<file path="src/rtl/mem_arb_pkg.sv">
// Shared types for the two-port data-memory arbiter.
package mem_arb_pkg;

   typedef enum logic [1:0] {
      ARB_IDLE,
      ARB_ACCESS,
      ARB_DONE
   } arb_state_t;

   localparam logic PORT_IF = 1'b0;
   localparam logic PORT_LS = 1'b1;

endpackage

</file>
<file path="src/rtl/arb2_picker.sv">
// Combinational two-way picker used by mem_port_arbiter.
// Build option: MEM_ARB_FIXED_PRIO_EN selects fixed priority (load/store wins ties).
module arb2_picker
   import mem_arb_pkg::*;
(
   input  logic [1:0] req,
   input  logic       last_grant,
   output logic       grant_valid,
   output logic       grant_id
);

   always_comb begin
      grant_valid = |req;
      grant_id    = PORT_IF;
      if (req == 2'b11) begin
`ifdef MEM_ARB_FIXED_PRIO_EN
         grant_id = PORT_LS;
`else
         // On a tie, hand the memory to whichever port was not served last.
         grant_id = ~last_grant;
`endif
      end else if (req[1]) begin
         grant_id = PORT_LS;
      end
   end

`ifdef MEM_ARB_FIXED_PRIO_EN
   logic unused_last_grant;
   assign unused_last_grant = last_grant;
`endif

endmodule

</file>
<file path="src/rtl/mem_port_arbiter.sv">
// Shares a single-port data memory between instruction fetch (port 0) and load/store (port 1).
// Build option: MEM_ARB_FIXED_PRIO_EN drops the round-robin pointer and favours port 1 on ties.
module mem_port_arbiter
   import mem_arb_pkg::*;
#(
   parameter int WIDTH = 32
) (
   input  logic             clk,
   input  logic             rst,
   input  logic             p0_req,
   input  logic             p0_we,
   input  logic [WIDTH-1:0] p0_addr,
   input  logic [WIDTH-1:0] p0_wdata,
   output logic             p0_ack,
   output logic [WIDTH-1:0] p0_rdata,
   input  logic             p1_req,
   input  logic             p1_we,
   input  logic [WIDTH-1:0] p1_addr,
   input  logic [WIDTH-1:0] p1_wdata,
   output logic             p1_ack,
   output logic [WIDTH-1:0] p1_rdata,
   output logic             MemRead,
   output logic             MemWrite,
   output logic [WIDTH-1:0] Address,
   output logic [WIDTH-1:0] WD,
   input  logic [WIDTH-1:0] RD,
   output logic             busy
);

   arb_state_t       state_q, state_d;
   logic             grant_id_q, grant_id_d;
   logic             mem_read_q, mem_read_d;
   logic             mem_write_q, mem_write_d;
   logic [WIDTH-1:0] address_q, address_d;
   logic [WIDTH-1:0] wd_q, wd_d;
   logic             p0_ack_q, p0_ack_d;
   logic             p1_ack_q, p1_ack_d;
   logic [WIDTH-1:0] p0_rdata_q, p0_rdata_d;
   logic [WIDTH-1:0] p1_rdata_q, p1_rdata_d;

   logic             last_grant;
   logic             pick_valid;
   logic             pick_id;

`ifdef MEM_ARB_FIXED_PRIO_EN
   assign last_grant = PORT_LS;
`else
   logic last_grant_q, last_grant_d;
   assign last_grant = last_grant_q;
`endif

   arb2_picker u_picker (
      .req         ({p1_req, p0_req}),
      .last_grant  (last_grant),
      .grant_valid (pick_valid),
      .grant_id    (pick_id)
   );

   always_comb begin
      state_d     = state_q;
      grant_id_d  = grant_id_q;
      mem_read_d  = 1'b0;
      mem_write_d = 1'b0;
      address_d   = address_q;
      wd_d        = wd_q;
      p0_ack_d    = 1'b0;
      p1_ack_d    = 1'b0;
      p0_rdata_d  = p0_rdata_q;
      p1_rdata_d  = p1_rdata_q;
`ifndef MEM_ARB_FIXED_PRIO_EN
      last_grant_d = last_grant_q;
`endif

      unique case (state_q)
         ARB_IDLE: begin
            // The winner's request is latched straight into the memory-side registers.
            if (pick_valid) begin
               state_d    = ARB_ACCESS;
               grant_id_d = pick_id;
`ifndef MEM_ARB_FIXED_PRIO_EN
               last_grant_d = pick_id;
`endif
               if (pick_id == PORT_LS) begin
                  mem_read_d  = ~p1_we;
                  mem_write_d = p1_we;
                  address_d   = p1_addr;
                  wd_d        = p1_wdata;
               end else begin
                  mem_read_d  = ~p0_we;
                  mem_write_d = p0_we;
                  address_d   = p0_addr;
                  wd_d        = p0_wdata;
               end
            end
         end
         ARB_ACCESS: begin
            state_d = ARB_DONE;
            if (grant_id_q == PORT_LS) begin
               p1_ack_d = 1'b1;
               if (mem_read_q) p1_rdata_d = RD;
            end else begin
               p0_ack_d = 1'b1;
               if (mem_read_q) p0_rdata_d = RD;
            end
         end
         ARB_DONE: begin
            state_d = ARB_IDLE;
         end
         default: begin
            state_d = ARB_IDLE;
         end
      endcase
   end

   always_ff @(posedge clk) begin
      if (rst) begin
         state_q     <= ARB_IDLE;
         grant_id_q  <= PORT_IF;
         mem_read_q  <= 1'b0;
         mem_write_q <= 1'b0;
         address_q   <= '0;
         wd_q        <= '0;
         p0_ack_q    <= 1'b0;
         p1_ack_q    <= 1'b0;
         p0_rdata_q  <= '0;
         p1_rdata_q  <= '0;
      end else begin
         state_q     <= state_d;
         grant_id_q  <= grant_id_d;
         mem_read_q  <= mem_read_d;
         mem_write_q <= mem_write_d;
         address_q   <= address_d;
         wd_q        <= wd_d;
         p0_ack_q    <= p0_ack_d;
         p1_ack_q    <= p1_ack_d;
         p0_rdata_q  <= p0_rdata_d;
         p1_rdata_q  <= p1_rdata_d;
      end
   end

`ifndef MEM_ARB_FIXED_PRIO_EN
   // Reset points at port 1 so instruction fetch wins the first tie.
   always_ff @(posedge clk) begin
      if (rst) begin
         last_grant_q <= PORT_LS;
      end else begin
         last_grant_q <= last_grant_d;
      end
   end
`endif

   assign MemRead  = mem_read_q;
   assign MemWrite = mem_write_q;
   assign Address  = address_q;
   assign WD       = wd_q;
   assign p0_ack   = p0_ack_q;
   assign p1_ack   = p1_ack_q;
   assign p0_rdata = p0_rdata_q;
   assign p1_rdata = p1_rdata_q;
   assign busy     = (state_q != ARB_IDLE);

endmodule

</file>
<file path="config.mk">
export PLATFORM = sky130hd
export DESIGN_NAME = mem_port_arbiter
export DESIGN_NICKNAME = d
export VERILOG_FILES = /design/src/rtl/mem_arb_pkg.sv /design/src/rtl/arb2_picker.sv /design/src/rtl/mem_port_arbiter.sv
export SDC_FILE = /design/constraint.sdc
export NUM_CORES = 1
export LEC_CHECK = 0
export CORE_ASPECT_RATIO = 0.7
export CORE_MARGIN = 1.5
export CORE_UTILIZATION = 39
export CTS_CLUSTER_SIZE = 24
export DETAILED_ROUTE_END_ITERATION = 6
export PLACE_DENSITY = 0.81
export SETUP_SLACK_MARGIN = 0.2
export SYNTH_ARGS = -nofsm -noshare
export SYNTH_HDL_FRONTEND = slang
export SYNTH_SLANG_ARGS = --single-unit
</file>
<file path="constraint.sdc">
create_clock -name clk -period 1.7 [get_ports clk]
set_input_delay 0.34 -clock clk [delete_from_list [all_inputs] [get_ports clk]]
set_output_delay 0.34 -clock clk [all_outputs]
set_load 0.02 [all_outputs]
</file>
Word level (Yosys, flattened, before mapping)
Index checks and enable logic that the tools add are counted.
- eq/ne operators: 3
- muxes and demuxes: 10
- bitwise logic cells: 7
- reduce and logical (&&, ||, !) cells: 8
- operator list (operator ; count):
    two-way mux 32 bit ; 2
    NOT 1 bit ; 7
    two-way mux 1 bit ; 6
    AND reduction 3 bit ; 2
    one-hot mux 2 bit (2 select lines) ; 1
    OR reduction 2 bit ; 2
    OR reduction 3 bit ; 1
    == test 2 x 1 -> 1 bit (second input constant) ; 1
    == test 2 bit (second input constant) ; 1
    zero test 2 bit ; 1
    two-way mux 2 bit ; 1
    != test 2 bit (second input constant) ; 1
    AND reduction 2 bit ; 1
    nonzero test 2 bit ; 1
- flip-flop bits (word level): 136
- input port bits: 166
- output and inout port bits: 133
- word-level logic and storage cells: 39

Longest topological paths before layout
- depth in word-level cells: 3
- depth in mapped cells: 5
- depth with buffers taken out: 4

Hierarchy
From an unflattened synthesis, not the netlist that was laid out.
- cells, all modules: 523
- area total of the unflattened synthesis: 5348.9 um^2
- modules (own cells, without submodules) (module ; instances ; cells each ; area each (um^2)):
    mem_port_arbiter ; 1 ; 521 ; 5335.1
    arb2_picker ; 1 ; 2 ; 13.8

Worst setup path before layout
OpenSTA, ideal clock, no wires.
- path kind: in2reg
- start: input port rst
- end: register address_q[0], in the netlist Address[0]
- library setup time: 0.136 ns
- arrival: 1.119 ns
- data required time: 1.564 ns
- path slack: 0.445 ns
- stages on the path: 4
- path buffers: 3
- cells stage by stage: buf_2 -> clkbuf_1 -> clkbuf_1 -> a311oi_1
- RTL lines (element ; line ; text):
    start: declaration ; mem_port_arbiter.sv:9 ; input logic rst,
    end signal: assignment ; mem_port_arbiter.sv:132 ; address_q <= address_d;
    end: declaration ; mem_port_arbiter.sv:34 ; logic [WIDTH-1:0] address_q, address_d;
No word-level cell between the ends.

Worst setup path in the final report
- start: register wd_q[28], in the netlist WD[28]
- end: output port WD[28]
- RTL lines (element ; line ; text):
    start: declaration ; mem_port_arbiter.sv:35 ; logic [WIDTH-1:0] wd_q, wd_d;
    start signal: assignment ; mem_port_arbiter.sv:133 ; wd_q <= wd_d;
    end: declaration ; mem_port_arbiter.sv:25 ; output logic [WIDTH-1:0] WD,
No word-level cell between the ends.

==> results by group <==
CTS
  – CTS buffer count: 17
  – Worst skew pair latency: 400 ps
  – Longest Clk Path Bufs: 2
  – Cts hold-fix bufs: 0
  – Clock sinks: 136
  – TritonCTS clock tree: done
  – H-tree levels: 4
  – Clock root buffer: clkbuf_16
  – Clk slew on worst S/H paths: 60 ps

Routing
  – Vias: 5915
  – DRT antenna net count: 0
  – Drt wl/cell: 16.7 um
  – Vias per cell: 5.17
  – Routed wire length: 19.1 mm
  – DR pass1 iterations: 4
  – Initial DRC Count: 249
  – Residual DRC count: 0

Setup path
  – Worst R2R End: Address[26]$_SDFFE_PP0P_
  – Crit end category: output port
  – Levels on crit path: 1
  – Setup slack, reg-to-reg: 300 ps
  – R2r startpoint: last_grant$_SDFFE_PP1P_
  – Worst setup path start: WD[28]$_SDFFE_PP0P_
  – Critical Path AT: 1110 ps
  – Worst Setup EP: WD[28]
  – Critical path peak fanout: 2
  – Crit path launch type: flip-flop
  – Worst EP required: 1360 ps
  – CP cell instances: dlygate4sd2_1
  – Top cell family by delay on the critical path: flip-flops
  – FF-to-FF path depth: 5
  – Buf/Inv on CP: 1
  – Crit path largest cell delay: 360 ps
  – Setup CP Type: reg -> out
  – Critical path's slowest cell: dfxtp_1

Finish
  – Nets: 1114
  – Most common cell after layout, fill and taps aside: nand2_1
  – Share of cells above drive strength 1: 6.98%
  – Area grow syn2layout: 68.2%
  – Most frequent cells in the layout: nand2_1 (259), clkdlybuf4s50_1 (162), dfxtp_1 (134)
  – Antenna diode count: 0

STA
  – Slew Limit Fails: 0
  – Post-route setup TNS: 0 ps
  – Final WS setup: 249 ps
  – Layout Skew: 9.74 ps
  – Worst Tran Pin Value: 408 ps
  – Unrepaired setup endpoints after global routing: false
  – Rel. slew slack: 72.8%
  – Fmax: 0.689 GHz
  – # setup viols final: 0
  – Fin crit share: 85.4%
  – Final Hold Fails: 0
  – Minimum clock period: 1450 ps

Synthesis
  – Top cell type by total area after synthesis: dfxtp_1
  – Count of state elements after synthesis: 136
  – Post-synth EDFFs: 0
  – Top_reg_cell synth: dfxtp_1
  – Avg Inst Size Synth: 8.01 sq um
  – Ys async rst share: 0%
  – Yosys warns: 0
  – Synth cell types: 26
  – Sequential share of the synthesized area: 50.5%
  – Syn Inst Count: 673
  – Synth area leaders: dfxtp_1 (51%), nand2_1 (18%), a21oi_1 (12%), a311oi_1 (10%), buf_2 (2.9%)
  – Syn_nets: 839
  – Top-area cell type share of the netlist area: 50.5%
  – Post-Syn Area: 0.00539 sq mm

Placement
  – Final GP Congestion: 0.845
  – DP Worst Slack: -184 ps
  – Port-buffer cells: 298
  – HPWL after detailed placement: 12.6 mm

Global routing
  – Vias in the first global route: 5590
  – Largest net degree at the start of global routing: 69
  – Global-route wire length before repair: 29.0 mm
  – Gr usage total: 25.4%
  – Antenna violations before repair: 0
  – GR Overflow Total: 0

Die
  – Site row count: 35
  – Die Y: 101 um
  – Die Wd: 144 um
  – Die ar.: 0.0145 sq mm
  – Starting Density: 40.5%
  – Boundary Pins: 299
  – Core area: 0.0133 sq mm

Power
  – Max VDD drop: 0.778 mV
  – Cell leakage power: 3.88 nW
  – Power per cell area: 965 mW/mm^2

Status
  – Status: finished clean

Min path
  – Hold Path Class: in -> reg

Run
  – Max-Cap Viols: 0
state kept, by name, summed over array words and instances, names as in the netlist:
signal and cells:
last_grant 1, MemWrite 1, state_q 2, grant_id_q 1
p1_ack 1, p0_rdata 32, p0_ack 1, Address 32
p1_rdata 32, WD 32, MemRead 1
metrics by stage:
step	area (sq um)	utilization [%]	total power [mW]	hold WS (ps)	instances
after floorplan	5390	-	4.42	448	673
after global placement	8590	64.5	5.40	441	1111
after detailed placement	8590	64.5	5.43	446	1111
after CTS	8990	67.5	8.78	339	1142
after global routing	9070	68.1	9.11	383	1145
final	9070	68.1	8.75	362	1145
cells by family (layout without fill, tap and decap cells):
logic type,count (synthesis),count (layout),share of synthesized area (%)
buffers and inverters,65,352,5.80
DFF,136,136,50.5
and+or+nand+nor,274,274,20.2
AOI/OAI and AO/OA,197,197,23.3
muxes,1,1,0.186
metal layers:
layer | vias to the layer above | GRT usage, % | wire length [um]
li1 | 2878 | - | -
met1 | 2783 | 30.3 | 7910
met2 | 232 | 43.6 | 9200
met3 | 22 | 8.32 | 1620
met4 | 0 | 8.32 | 348
met5 | - | 0 | 0
cells in the mapped netlist, drive strengths merged (2+ instances only):
library cell / n
dfxtp: 136
nand2: 259
nor2b: 2
a21oi: 129
a311oi: 64
nor2: 4
clkbuf: 21
buf: 43
nor3b: 2
power by group:
| part | switching, mW | internal (mW) | total (mW) |
|---|---|---|---|
| registers | 0.111 | 3.40 | 3.51 |
| clock network | 1.43 | 2.06 | 3.50 |
| logic | 0.913 | 0.832 | 1.74 |
| total | 2.46 | 6.29 | 8.75 |
cell type report:
class,count,area [sq um]
inverters,1,3.75
repair buffers,320,3180
well taps,185,231
fillers,1167,4240
clock buffers,18,439
clock inverters,13,123
multi-input cells,472,2360
flip-flops and latches,136,2730
repair_timing:
action,CTS,global route
setup endpoints to repair,133,41
pin swaps,0,2
buffers inserted,0,1
resized for setup,138,9
gates cloned,0,2
worst min-delay path by stage:
| stage | start | slack (ps) | endpoint | depth (start not counted) |
|---|---|---|---|---|
| 2_1_floorplan | grant_id_q$_SDFFE_PP0P_ | 450 | p0_ack$_SDFF_PP0_ | 1 |
| 3_3_place_gp | p0_rdata[17]$_SDFFE_PP0P_ | 440 | p0_rdata[17]$_SDFFE_PP0P_ | 2 |
| 3_5_place_dp | p0_rdata[17]$_SDFFE_PP0P_ | 450 | p0_rdata[17]$_SDFFE_PP0P_ | 2 |
| 4_1_cts | rst | 340 | state_q[0]$_SDFFE_PP0P_ | 2 |
| 5_1_grt | rst | 380 | state_q[0]$_SDFFE_PP0P_ | 2 |
| 6_report | rst | 360 | state_q[0]$_SDFFE_PP0P_ | 2 |
Power figures use the tool's default switching activity.
